<file path="src/rtl/credit_pkg.sv">
// Shared definitions for the credit manager slice.
//  - state_e : accounting FSM encodings (S_INIT, S_RUN, S_HOLD)
//  - Def*    : default price, credit ceiling and start-button holdoff
//  - BinW/BcdW : widths of the binary-to-BCD converter interface
package credit_pkg;

    typedef enum logic [1:0] {
        S_INIT = 2'd0,  // baseline capture of the bill counter after reset
        S_RUN  = 2'd1,  // accounting, start edges accepted
        S_HOLD = 2'd2   // accounting, start edges ignored until holdoff expires
    } state_e;

    localparam int unsigned DefPrice        = 50;
    localparam int unsigned DefMaxCredit    = 4000;
    localparam int unsigned DefHoldoffTicks = 100000;  // 10 ms at 10 MHz

    localparam int unsigned BinW = 14;
    localparam int unsigned BcdW = 16;

endpackage

</file>
<file path="src/rtl/bin2bcd_seq.sv">
// Sequential double-dabble binary to 4-digit BCD converter.
// A start while idle loads the W low bits of bin_i; W shift cycles follow, then done_o pulses for
// one cycle with bcd_o holding the result (bcd_o stays stable until the next start).
// Ports:
//  clk_i   in   1    clock
//  rst_i   in   1    asynchronous reset, active-high
//  start_i in   1    begin a conversion (ignored while busy)
//  bin_i   in   14   binary value, only the W low bits are converted
//  busy_o  out  1    conversion in progress
//  done_o  out  1    1-cycle pulse: bcd_o is valid
//  bcd_o   out  16   four BCD digits
module bin2bcd_seq
    import credit_pkg::*;
#(
    parameter int unsigned W = 14  // number of significant input bits, <= 14
) (
    input  logic            clk_i,
    input  logic            rst_i,
    input  logic            start_i,
    input  logic [BinW-1:0] bin_i,
    output logic            busy_o,
    output logic            done_o,
    output logic [BcdW-1:0] bcd_o
);

    localparam int unsigned CntW = $clog2(W + 1);

    logic [BinW-1:0] shift_q, shift_d;
    logic [BcdW-1:0] bcd_q, bcd_d;
    logic [BcdW-1:0] adj;
    logic [CntW-1:0] cnt_q, cnt_d;
    logic            busy_q, busy_d;
    logic            done_q, done_d;

    always_comb begin
        // Add-3 correction on every digit that would overflow past 9 after the shift.
        for (int i = 0; i < 4; i++) begin
            adj[4*i +: 4] = (bcd_q[4*i +: 4] >= 4'd5) ? bcd_q[4*i +: 4] + 4'd3 : bcd_q[4*i +: 4];
        end

        shift_d = shift_q;
        bcd_d   = bcd_q;
        cnt_d   = cnt_q;
        busy_d  = busy_q;
        done_d  = 1'b0;

        if (busy_q) begin
            bcd_d    = adj << 1;
            bcd_d[0] = shift_q[BinW-1];
            shift_d  = shift_q << 1;
            cnt_d    = cnt_q - 1'b1;
            if (cnt_q == CntW'(1)) begin
                busy_d = 1'b0;
                done_d = 1'b1;
            end
        end else if (start_i) begin
            // Left-align the significant bits so the MSB is always shifted out first.
            shift_d = bin_i << (BinW - W);
            bcd_d   = '0;
            cnt_d   = CntW'(W);
            busy_d  = 1'b1;
        end
    end

    always_ff @(posedge clk_i or posedge rst_i) begin
        if (rst_i) begin
            shift_q <= '0;
            bcd_q   <= '0;
            cnt_q   <= '0;
            busy_q  <= 1'b0;
            done_q  <= 1'b0;
        end else begin
            shift_q <= shift_d;
            bcd_q   <= bcd_d;
            cnt_q   <= cnt_d;
            busy_q  <= busy_d;
            done_q  <= done_d;
        end
    end

    assign busy_o = busy_q;
    assign done_o = done_q;
    assign bcd_o  = bcd_q;

endmodule

</file>
<file path="src/rtl/credit_manager.sv">
// Credit manager: turns the bill validator's wrapping 8-bit running total into ruble credit and
// sells games against it on a start-button request.
// Optional feature macro: CREDIT_BCD_EN (adds a sequential BCD rendering of creditSum).
// Ports:
//  CLK_10MHZ    in   1         system clock
//  RST          in   1         asynchronous reset, active-high
//  billAccumed  in   8         bill validator running total, wraps mod 256
//  startReq     in   1         start button (synchronous), acts on rising edge
//  creditSum    out  CREDIT_W  current balance in rubles
//  gameStart    out  1         1-cycle pulse: game purchased
//  gameDenied   out  1         1-cycle pulse: start request with insufficient credit
//  ovfErr       out  1         sticky: a credit add was clipped at MAX_CREDIT
//  creditBcd    out  16        BCD of creditSum (constant 0 without CREDIT_BCD_EN)
//  bcdValid     out  1         creditBcd matches creditSum (constant 0 without CREDIT_BCD_EN)
module credit_manager
    import credit_pkg::*;
#(
    parameter int unsigned CREDIT_W      = 12,
    parameter int unsigned PRICE         = DefPrice,
    parameter int unsigned MAX_CREDIT    = DefMaxCredit,
    parameter int unsigned HOLDOFF_TICKS = DefHoldoffTicks
) (
    input  logic                CLK_10MHZ,
    input  logic                RST,
    input  logic [7:0]          billAccumed,
    input  logic                startReq,
    output logic [CREDIT_W-1:0] creditSum,
    output logic                gameStart,
    output logic                gameDenied,
    output logic                ovfErr,
    output logic [BcdW-1:0]     creditBcd,
    output logic                bcdValid
);

    localparam int unsigned SumW  = CREDIT_W + 1;
    localparam int unsigned HoldW = $clog2(HOLDOFF_TICKS + 1);

    state_e              state_q, state_d;
    logic [7:0]          prev_acc_q, prev_acc_d;
    logic                start_r_q, start_r_d;
    logic [CREDIT_W-1:0] credit_q, credit_d;
    logic                ovf_q, ovf_d;
    logic                game_start_q, game_start_d;
    logic                game_denied_q, game_denied_d;
    logic [HoldW-1:0]    hold_cnt_q, hold_cnt_d;

    logic [7:0]          delta;
    logic [SumW-1:0]     sum_raw;
    logic [SumW-1:0]     sum_clip;
    logic                clip;
    logic                afford;
    logic                start_edge;
    logic [CREDIT_W-1:0] credit_after_buy;

    // Modulo-256 difference absorbs the wrap of the validator's counter.
    assign delta            = billAccumed - prev_acc_q;
    assign sum_raw          = {1'b0, credit_q} + SumW'(delta);
    assign clip             = sum_raw > SumW'(MAX_CREDIT);
    assign sum_clip         = clip ? SumW'(MAX_CREDIT) : sum_raw;
    assign afford           = sum_clip >= SumW'(PRICE);
    assign credit_after_buy = sum_clip[CREDIT_W-1:0] - CREDIT_W'(PRICE);
    assign start_edge       = startReq & ~start_r_q;

    always_comb begin
        state_d       = state_q;
        prev_acc_d    = billAccumed;
        start_r_d     = startReq;
        credit_d      = credit_q;
        ovf_d         = ovf_q;
        game_start_d  = 1'b0;
        game_denied_d = 1'b0;
        hold_cnt_d    = hold_cnt_q;

        // The validator is not reset with us, so the first sample only sets the baseline.
        if (state_q != S_INIT) begin
            credit_d = sum_clip[CREDIT_W-1:0];
            ovf_d    = ovf_q | clip;
        end

        unique case (state_q)
            S_INIT: begin
                state_d = S_RUN;
            end
            S_RUN: begin
                if (start_edge) begin
                    // A bill landing in the same cycle already counts toward this purchase.
                    if (afford) begin
                        credit_d     = credit_after_buy;
                        game_start_d = 1'b1;
                    end else begin
                        game_denied_d = 1'b1;
                    end
                    hold_cnt_d = HoldW'(HOLDOFF_TICKS - 1);
                    state_d    = S_HOLD;
                end
            end
            S_HOLD: begin
                if (hold_cnt_q == '0) begin
                    state_d = S_RUN;
                end else begin
                    hold_cnt_d = hold_cnt_q - 1'b1;
                end
            end
            default: begin
                state_d = S_INIT;
            end
        endcase
    end

    always_ff @(posedge CLK_10MHZ or posedge RST) begin
        if (RST) begin
            state_q       <= S_INIT;
            prev_acc_q    <= '0;
            start_r_q     <= 1'b0;
            credit_q      <= '0;
            ovf_q         <= 1'b0;
            game_start_q  <= 1'b0;
            game_denied_q <= 1'b0;
            hold_cnt_q    <= '0;
        end else begin
            state_q       <= state_d;
            prev_acc_q    <= prev_acc_d;
            start_r_q     <= start_r_d;
            credit_q      <= credit_d;
            ovf_q         <= ovf_d;
            game_start_q  <= game_start_d;
            game_denied_q <= game_denied_d;
            hold_cnt_q    <= hold_cnt_d;
        end
    end

    assign creditSum  = credit_q;
    assign gameStart  = game_start_q;
    assign gameDenied = game_denied_q;
    assign ovfErr     = ovf_q;

`ifdef CREDIT_BCD_EN
    logic [CREDIT_W-1:0] last_conv_q, last_conv_d;
    logic [BcdW-1:0]     bcd_q, bcd_d;
    logic                bcd_valid_q, bcd_valid_d;
    logic                conv_start;
    logic                conv_busy;
    logic                conv_done;
    logic [BcdW-1:0]     conv_bcd;

    // A change seen mid-conversion is caught by the next start once the converter idles.
    assign conv_start = ~conv_busy & (credit_q != last_conv_q);

    bin2bcd_seq #(
        .W (CREDIT_W)
    ) u_bin2bcd (
        .clk_i   (CLK_10MHZ),
        .rst_i   (RST),
        .start_i (conv_start),
        .bin_i   (BinW'(credit_q)),
        .busy_o  (conv_busy),
        .done_o  (conv_done),
        .bcd_o   (conv_bcd)
    );

    always_comb begin
        last_conv_d = last_conv_q;
        bcd_d       = bcd_q;
        bcd_valid_d = bcd_valid_q;
        if (conv_done) begin
            bcd_d       = conv_bcd;
            bcd_valid_d = 1'b1;
        end
        // A new start in the done cycle means the result is already stale.
        if (conv_start) begin
            last_conv_d = credit_q;
            bcd_valid_d = 1'b0;
        end
    end

    always_ff @(posedge CLK_10MHZ or posedge RST) begin
        if (RST) begin
            last_conv_q <= '0;
            bcd_q       <= '0;
            bcd_valid_q <= 1'b0;
        end else begin
            last_conv_q <= last_conv_d;
            bcd_q       <= bcd_d;
            bcd_valid_q <= bcd_valid_d;
        end
    end

    assign creditBcd = bcd_q;
    assign bcdValid  = bcd_valid_q;
`else
    assign creditBcd = '0;
    assign bcdValid  = 1'b0;
`endif

endmodule
</file>
<file path="config.mk">
export PLATFORM = sky130hd
export DESIGN_NAME = credit_manager
export DESIGN_NICKNAME = d
export VERILOG_FILES = /design/src/rtl/credit_pkg.sv /design/src/rtl/bin2bcd_seq.sv /design/src/rtl/credit_manager.sv
export SDC_FILE = /design/constraint.sdc
export NUM_CORES = 1
export LEC_CHECK = 0
export BUFFER_PORTS_ARGS = -buffer_cell sky130_fd_sc_hd__clkbuf_2
export CAP_MARGIN = 10
export CORE_MARGIN = 5
export CORE_UTILIZATION = 53
export DETAILED_ROUTE_END_ITERATION = 10
export PLACE_DENSITY = 0.78
export REMOVE_ABC_BUFFERS = 1
export SYNTH_ARGS = -nofsm -noshare
export SYNTH_HDL_FRONTEND = slang
export SYNTH_SLANG_ARGS = --single-unit
</file>
<file path="constraint.sdc">
create_clock -name CLK_10MHZ -period 6.8 [get_ports CLK_10MHZ]
set_input_delay 1.02 -clock CLK_10MHZ [delete_from_list [all_inputs] [get_ports CLK_10MHZ]]
set_output_delay 1.02 -clock CLK_10MHZ [all_outputs]
set_load 0.005 [all_outputs]
</file>
==> results.txt, run 1 <==
ant diodes -> 0
total CTS buffers -> 5
clock skew -> 0.00853 ns
Via density -> 5.93
critical path depth -> 26
leading register cell type out of synthesis -> dfrtp_1
Clock transition at path regs -> 0.09 ns
DP Wirelength -> 5.53 mm
type of origin of the critical path -> primary input
CP Max Fanout -> 12
pwr/cell area -> 491 nW/um^2
Crit. End Element -> register
Reg2Reg Setup Slack -> 1.24 ns
Max Clk Rate -> 0.165 GHz
placer congestion estimate -> 0.877
DIE AREA -> 7870 sq um
number of synthesized flops with an enable pin -> 0
via count -> 2699
Synth Cell Area -> 3280 sq um
DRT Pass-1 Iters -> 5
Reg area -> 1080 sq um
final wirelength -> 7.21 mm
clock buffer depth -> 2
Leak Pwr -> 1.50 nW
setup TNS -> 0 ns
fillers -> 531
Required @ worst endpoint -> 6.99 ns
r2r startpoint -> prev_acc_q[1]
Initial Util -> 55.1%
layout cell share with drive strength beyond 1 -> 15.5%
synth warn -> 0
Least-Margin Pin Slew -> 0.896 ns
TritonCTS clock tree -> built
Crit. Startpoint -> billAccumed[0]
Syn Inst Count -> 358
WHS -> 0.495 ns
total I/O pin count -> 43
Final ANT Viol Nets -> 0
total global routing overflow -> 0
Worst-Skew Late Latency -> 0.30 ns
Initial DRC Count -> 138
post-synthesis cell type count -> 70
kind of critical path -> in2reg
Worst R2R End -> creditSum[5]
hold buffers post-CTS -> 0
Async S/R FF share, synth -> 100%
P&R area growth vs syn -> 6.40%
htree depth -> 2
slowest CP cell -> ha_1
Yosys reg bits -> 43
Worst slew margin -> 40.1%
final count of hold timing violations -> 0
placement row count -> 28
Core Util, Final -> 58.6%
most common cell after layout, fill and taps aside -> dfrtp_1
cts repair resizes -> 0
Tcrit/Tclk final -> 89.1%
GRT Util Overall -> 19.4%
Post-CTS Setup Inserts -> 0
Die Height -> 88.7 um
die width -> 88.7 um
Tmin final -> 6.06 ns
DRC Markers -> 0
Nets -> 411
Core ar. -> 5960 sq um
CP Capture Point -> creditSum[5]
Worst path top cell family by delay -> compound AO/OA/AOI/OAI gates
most frequent cells in the layout -> dfrtp_1, nor2_1, clkbuf_2
largest net degree at the start of global routing -> 33
Finish-stage setup viols -> 0
first-pass GRT wire length -> 12.0 mm
register area share after synthesis -> 32.8%
unrepaired setup endpoints after global routing -> no
area of the multi-input gates -> 1990 sq um
Final Max Slew Viols -> 0
Sink Count -> 43
Worst IR Drop VDD -> 0.000293 V
arrival time worst endpoint -> 6.26 ns
CP Buf/Inv Count -> 4
Max-Cap Viols -> 0
synthesized area per cell -> 9.17 sq um
CP peak stage delay -> 0.40 ns
status -> complete, no violations
root buf cell -> clkbuf_8
I/O Buffers -> 25
number of global-route vias before repair -> 2563
HP Class -> reg2reg
Routed WL per cell -> 15.8 um
antenna violations before repair -> 0
Worst Reg2Reg Path Length in Cells -> 24
how the worst min path moves through the flow:
stage	startpoint	to	slack, ns	cells past startpoint
finish	ovfErr	ovfErr	0.50	1
global route	ovfErr	ovfErr	0.52	1
CTS	ovfErr	ovfErr	0.49	1
detailed placement	ovfErr	ovfErr	0.47	1
global placement	hold_cnt_q[0]	hold_cnt_q[0]	0.48	1
floorplan	hold_cnt_q[0]	hold_cnt_q[0]	0.46	1
Yosys cell counts (all sizes together), types with 2 or more instances:
library cell | number | area share, %
o2111ai | 3 | 1.3
nor3b | 4 | 0.92
o221ai | 2 | 0.53
a211oi | 6 | 2.4
fa | 2 | 1.2
a31oi | 4 | 1.2
nor2b | 3 | 0.57
buf | 25 | 5.3
nor2 | 27 | 3.2
or2 | 4 | 0.76
or3 | 10 | 2.2
or4 | 3 | 0.69
ha | 19 | 7.2
nand3 | 15 | 2.3
a22oi | 2 | 0.46
a221o | 3 | 0.92
nor3 | 9 | 1.5
a21oi | 18 | 2.7
and2 | 3 | 0.57
clkbuf | 4 | 0.46
dfrtp | 43 | 33
o21bai | 4 | 0.92
a311oi | 2 | 1.1
o311ai | 2 | 0.53
o21ai | 18 | 3.1
o2111a | 2 | 0.69
o211ai | 11 | 2.5
a2bb2oi | 2 | 0.53
o211a | 2 | 0.61
or4b | 2 | 0.72
inv | 24 | 2.7
nor4 | 6 | 1.1
xnor2 | 15 | 4.0
xor2 | 8 | 2.6
nand3b | 2 | 0.46
a21o | 3 | 0.69
o21a | 4 | 0.95
nand2b | 4 | 0.76
nand2 | 24 | 2.7
where the power goes:
part	switching, W	total [W]	internal (W)
logic	0.000693	0.00114	0.000452
clock network	0.0000918	0.000184	0.0000925
registers	0.0000738	0.000387	0.000313
total	0.000859	0.00172	0.000857
registers in the layout, indices dropped and copies added, names as in the netlist:
| signal | cells |
|---|---|
| ovfErr | 1 |
| start_r_q | 1 |
| prev_acc_q | 8 |
| gameStart | 1 |
| creditSum | 12 |
| hold_cnt_q | 17 |
| gameDenied | 1 |
| state_q | 2 |
cell type report:
cell class	instances	area share, %
Timing Repair Buffer	27	4.01
Inverter	24	2.58
Multi-Input combinational cell	278	56.9
Clock buffer	7	2.76
Clock inverter	1	0.215
Tap cell	75	2.69
Sequential cell	43	30.8
per-layer routing:
metal / track usage [%] / part of all wire [%] / wire [um]
met5: 0 / 0 / 0
met4: 5.77 / 1.4 / 104
met3: 3.07 / 6.0 / 436
met2: 31.6 / 47 / 3400
met1: 26.6 / 45 / 3270
per-stage QoR:
step | instance area [sq um] | total power (W) | instances | worst slack, ns
CTS | 3490 | 0.00170 | 455 | 0.781
floorplan | 3150 | 0.00125 | 345 | 1.07
global placement | 3390 | 0.00149 | 447 | 0.548
finish | 3490 | 0.00172 | 455 | 0.739
detailed placement | 3390 | 0.00151 | 447 | 0.481
global route | 3490 | 0.00185 | 455 | 0.342
kinds of logic after synthesis:
logic type	count (synthesis)	synth area share, %
flip-flops	43	32.8
other	1	0.114
multiplexers	1	0.305
AO/OA/AOI/OAI	97	24.0
adder cells (fa/ha/maj)	21	8.46
XOR/XNOR	23	6.60
buffers and inverters	53	8.46
AND/OR/NAND/NOR	119	19.3
(Power assumes the default switching activity.)
==> run 2, diff against run 1 <==
Settings changed: CORE_UTILIZATION 53 to 45, PLACE_DENSITY 0.78 to 0.69.
==> run 2 against run 1 <==
  * Critical endpoint unchanged
  * Die area up 16%
  * Final area is 0.75% higher
  * Largest power group unchanged
  * First-iteration DRC count is 25% higher
  * Sequential power hardly changed
  * Hold slack worse by 0.0069 ns
  * Routed wire length increased by 2.7%
  * Global-route usage decreased by 2.2 points
==> results.txt, run 2 (synthesized netlist as in run 1, its figures left out) <==
status -> complete, no violations
Tcrit/Tclk final -> 89.8% (+0.66 points)
die width -> 95.4 um (+7.6%)
Post-Layout Cell Count -> 479 (+5.3%)
total I/O pin count -> 43 (unchanged)
Initial Util -> 45.7% (-9.4 points)
Sink Count -> 43 (unchanged)
Worst-Skew Late Latency -> 0.30 ns (about the same)
kind of critical path -> in2reg
met3 Use GR -> 3.47% (+0.40 points)
Post-CTS Setup Inserts -> 0 (unchanged)
antenna violations before repair -> 0 (unchanged)
clock buffer depth -> 2 (unchanged)
layout cell share with drive strength beyond 1 -> 15.3% (-0.26 points)
Required @ worst endpoint -> 6.99 ns (about the same)
TritonCTS clock tree -> built
CP Max Fanout -> 12 (unchanged)
DIE AREA -> 9100 sq um (+16%)
Initial DRC Count -> 173 (+25%)
total global routing overflow -> 0 (unchanged)
CP peak stage delay -> 0.40 ns (about the same)
GRT met1 Usage -> 24.2% (-2.4 points)
Finish-stage setup viols -> 0 (unchanged)
pwr/cell area -> 487 nW/um^2 (-0.92%)
Worst IR Drop VDD -> 0.000182 V (-38%)
ant diodes -> 0 (unchanged)
largest net degree at the start of global routing -> 44 (+33%)
Least-Margin Pin Slew -> 0.836 ns (-0.0598 ns)
Crit. End Element -> register
GRT Util Overall -> 17.2% (-2.2 points)
Max-Cap Viols -> 0 (unchanged)
Nets -> 411 (unchanged)
CP Buf/Inv Count -> 4 (unchanged)
setup TNS -> 0 ns (unchanged)
Tmin final -> 6.11 ns (+0.0451 ns)
HP Class -> reg2reg
Final ANT Viol Nets -> 0 (unchanged)
arrival time worst endpoint -> 6.30 ns (+0.04 ns)
DRT Pass-1 Iters -> 5 (unchanged)
max reg flops -> 17 (unchanged)
htree depth -> 2 (unchanged)
most common cell after layout, fill and taps aside -> dfrtp_1
final wirelength -> 7.40 mm (+2.7%)
hold buffers post-CTS -> 0 (unchanged)
unrepaired setup endpoints after global routing -> no
DP Wirelength -> 5.63 mm (+1.7%)
clock skew -> 0.00477 ns (-0.00375 ns)
hold path start -> ovfErr
Final Max Slew Viols -> 0 (unchanged)
type of origin of the critical path -> primary input
Die Height -> 95.4 um (+7.6%)
Routed WL per cell -> 15.5 um (-2.4%)
r2r startpoint -> prev_acc_q[0]
placement row count -> 31 (+11%)
Inst Count DP -> 471 (+5.4%)
Leak Pwr -> 1.50 nW (about the same)
number of global-route vias before repair -> 2630 (+2.6%)
P&R area growth vs syn -> 7.21%
Core ar. -> 7180 sq um (+20%)
via count -> 2765 (+2.4%)
first-pass GRT wire length -> 12.5 mm (+4.5%)
most frequent cells in the layout -> dfrtp_1, nor2_1, clkbuf_2
Max Clk Rate -> 0.164 GHz (-0.74%)
placer congestion estimate -> 0.869 (-0.81%)
Clock transition at path regs -> 0.08 ns (about the same)
GR Util met2 -> 26.0% (-5.6 points)
Largest Register -> hold_cnt_q
Crit. Startpoint -> billAccumed[0]
gr busiest metal -> met2
root buf cell -> clkbuf_8
Worst slew margin -> 44.1% (+4.0 points)
cts repair resizes -> 0 (unchanged)
DRC Markers -> 0 (unchanged)
Via density -> 5.77 (-2.7%)
final count of hold timing violations -> 0 (unchanged)
I/O Buffers -> 25 (unchanged)
total CTS buffers -> 5 (unchanged)
Worst path top cell family by delay -> compound AO/OA/AOI/OAI gates
slowest CP cell -> fa_1
run 2: cell count changes in the layout (fill, tap and decap cells not counted):
| cell | delta |
|---|---|
| clkbuf_1 | +1 |
| clkinvlp_4 | -1 |
run 2: final timing paths:
kind,slack (ns),endpoint,depth (start not counted)
min in group asynchronous,0.83,creditSum[3],3
setup / recovery,0.69,creditSum[5],26
hold / removal,0.49,ovfErr,1
hold reg to reg,0.49,ovfErr,1
setup reg to reg,1.23,creditSum[5],24
max in group asynchronous,5.59,hold_cnt_q[14],3
run 2: area by class of cell:
type / count / area [sq um]
Inverter: 24 / 90.1
Tap cell: 99 / 124
Sequential cell: 43 / 1080
Timing Repair Buffer: 27 / 140
Clock buffer: 8 / 100
Multi-Input combinational cell: 278 / 1990
Fill cell: 700 / 3660
run 2: metal layers:
layer | part of all wire [%] | wire [um]
met1 | 45 | 3310
met3 | 6.6 | 492
met5 | 0 | 0
met2 | 46 | 3390
met4 | 2.8 | 209
run 2: per-stage QoR:
stage / hold slack [ns] / setup WS, ns / power, W / instance area [sq um] / utilization [%]
finish: 0.488 / 0.694 / 0.00171 / 3520 / 49.0
global route: 0.503 / 0.269 / 0.00186 / 3520 / 49.0
CTS: 0.494 / 0.723 / 0.00171 / 3520 / 49.0
detailed placement: 0.472 / 0.427 / 0.00152 / 3420 / 47.6
global placement: 0.479 / 0.472 / 0.00151 / 3420 / 47.6
floorplan: 0.462 / 1.07 / 0.00125 / 3150 / -
run 2: where the power goes:
part	switching, W	internal [W]
Clock	0.0000859	0.0000927
Combinational	0.000694	0.000452
Sequential	0.0000750	0.000313
Total	0.000855	0.000858
==> run 3, diff against run 2 <==
Settings changed: CORE_UTILIZATION 45 to 63, PLACE_DENSITY 0.69 to 0.9.
Clock period 6.8 ns to 7.09 ns, I/O delays scaled along.
==> run 3 against run 2 <==
  * Routed wire length fell by 4.0%
  * Register-to-register slack gained 0.44 ns
  * Combinational power decreased by 3%
  * Hold slack improved by 0.0070 ns
  * Sequential share of layout area rose by 0.46 points
  * Cell count is 6.1% lower
  * Clock power fell by 17%
  * Clock skew grew 0.00096 ns
==> results.txt, run 3 (synthesized netlist as in run 1, its figures left out) <==
status -> complete, no violations
setup TNS -> 0 ns (unchanged)
kind of critical path -> in2reg
final wirelength -> 7.11 mm (-4.0%)
placer congestion estimate -> 0.903 (+3.9%)
CP Max Fanout -> 12 (unchanged)
final count of hold timing violations -> 0 (unchanged)
Inst Count DP -> 442 (-6.2%)
Finish-stage setup viols -> 0 (unchanged)
Initial Util -> 64.7% (+19 points)
number of global-route vias before repair -> 2629 (-0.038%)
Max Clk Rate -> 0.167 GHz
ant diodes -> 0 (unchanged)
Sink Count -> 43 (unchanged)
Core ar. -> 5070 sq um (-29%)
Post-Layout Cell Count -> 450 (-6.1%)
total I/O pin count -> 43 (unchanged)
Tmin final -> 5.99 ns
Clock transition at path regs -> 0.08 ns (about the same)
P&R area growth vs syn -> 5.60%
GRT Util Overall -> 23.0% (+5.8 points)
Via density -> 6.10 (+5.6%)
first-pass GRT wire length -> 12.0 mm (-4.1%)
Final Power -> 0.00162 W (-5.1%)
unrepaired setup endpoints after global routing -> no
TritonCTS clock tree -> built
type of origin of the critical path -> primary input
antenna violations before repair -> 0 (unchanged)
placement row count -> 26 (-16%)
Least-Margin Pin Slew -> 0.864 ns (+0.0282 ns)
Worst-Skew Late Latency -> 0.30 ns (about the same)
Required @ worst endpoint -> 7.27 ns (+0.28 ns)
Leak Pwr -> 1.50 nW (about the same)
layout cell share with drive strength beyond 1 -> 15.5% (+0.26 points)
hold buffers post-CTS -> 0 (unchanged)
clock buffer depth -> 2 (unchanged)
Crit. End Element -> register
die width -> 82.2 um (-14%)
htree depth -> 2 (unchanged)
Nets -> 411 (unchanged)
I/O Buffers -> 25 (unchanged)
Worst IR Drop VDD -> 0.000214 V (+18%)
largest net degree at the start of global routing -> 44 (unchanged)
root buf cell -> clkbuf_8
DP Wirelength -> 5.41 mm (-3.9%)
Largest Register -> hold_cnt_q
most frequent cells in the layout -> dfrtp_1, nor2_1, clkbuf_2
most common cell after layout, fill and taps aside -> dfrtp_1
Post-CTS Setup Inserts -> 0 (unchanged)
Die Height -> 82.2 um (-14%)
Max-Cap Viols -> 0 (unchanged)
total global routing overflow -> 0 (unchanged)
Initial DRC Count -> 158 (-8.7%)
Final ANT Viol Nets -> 0 (unchanged)
arrival time worst endpoint -> 6.17 ns (-0.13 ns)
Final Max Slew Viols -> 0 (unchanged)
DIE AREA -> 6750 sq um (-26%)
max reg flops -> 17 (unchanged)
DRC Markers -> 0 (unchanged)
HP Class -> reg2reg
via count -> 2744 (-0.76%)
clock skew -> 0.00573 ns (+0.000957 ns)
pwr/cell area -> 469 nW/um^2 (-3.7%)
Routed WL per cell -> 15.8 um (+2.2%)
Worst slew margin -> 42.2% (-1.9 points)
total CTS buffers -> 5 (unchanged)
Tcrit/Tclk final -> 84.5%
DRT Pass-1 Iters -> 5 (unchanged)
cts repair resizes -> 0 (unchanged)
Core Util, Final -> 68.3% (+19 points)
fillers -> 414 (-41%)
==> run 3: area by class of cell <==
class,count,area (sq um),share of cell area (%)
clock buffer,5,68.8,1.99
inverter,24,90.1,2.60
timing repair buffer,27,140,4.04
tap,70,87.6,2.53
clock inverter,3,15.0,0.433
multi-input combinational,278,1990,57.4
sequential,43,1080,31.0
==> run 3: metal layers <==
metal  share of wire (%)  track usage [%]
met4                 1.7             7.48
met3                 6.8             4.99
met5                   0                0
met1                  44             30.9
met2                  48             37.2
==> run 3: path summary, 6_finish.rpt <==
check | to | slack [ns] | from | cells past startpoint
setup / recovery | creditSum[5] | 1.10 | billAccumed[0] | 27
hold / removal | hold_cnt_q[0] | 0.50 | hold_cnt_q[0] | 1
setup reg to reg | creditSum[5] | 1.67 | prev_acc_q[0] | 25
hold reg to reg | hold_cnt_q[0] | 0.50 | hold_cnt_q[0] | 1
max in group asynchronous | creditSum[11] | 5.86 | RST | 3
min in group asynchronous | prev_acc_q[1] | 0.86 | RST | 3
==> run 3: metrics by stage <==
stage          hold slack (ns)  setup slack, ns  instance area, sq um
2_1_floorplan            0.462             1.32                  3150
3_3_place_gp             0.481             1.03                  3380
3_5_place_dp             0.481            0.823                  3380
4_1_cts                  0.492             1.11                  3470
5_1_grt                  0.530            0.573                  3470
6_report                 0.495             1.10                  3470
==> run 3: worst max-delay path: stages <==
cell	delay (ns)
clkbuf_2	0.09
inv_1	0.05
ha_1	0.14
inv_1	0.06
fa_1	0.39
nand2_1	0.08
nand2_1	0.05
a21oi_1	0.21
o21bai_1	0.08
a21oi_1	0.17
xnor2_1	0.11
ha_1	0.39
and2_1	0.25
o211ai_1	0.13
o221a_4	0.27
or3_4	0.37
a211oi_1	0.25
a31oi_1	0.11
buf_4	0.19
nand2_1	0.11
ha_1	0.22
inv_1	0.05
o21ai_0	0.33
nand2b_1	0.24
a31oi_4	0.19
and2_1	0.23
a221o_1	0.35
==> run 3: report_power, final <==
part           internal, W  leakage (nW)  switching [W]
clock            0.0000674        0.0477      0.0000821
combinational     0.000434         0.957       0.000672
sequential        0.000300         0.499      0.0000688
total             0.000802          1.50       0.000823
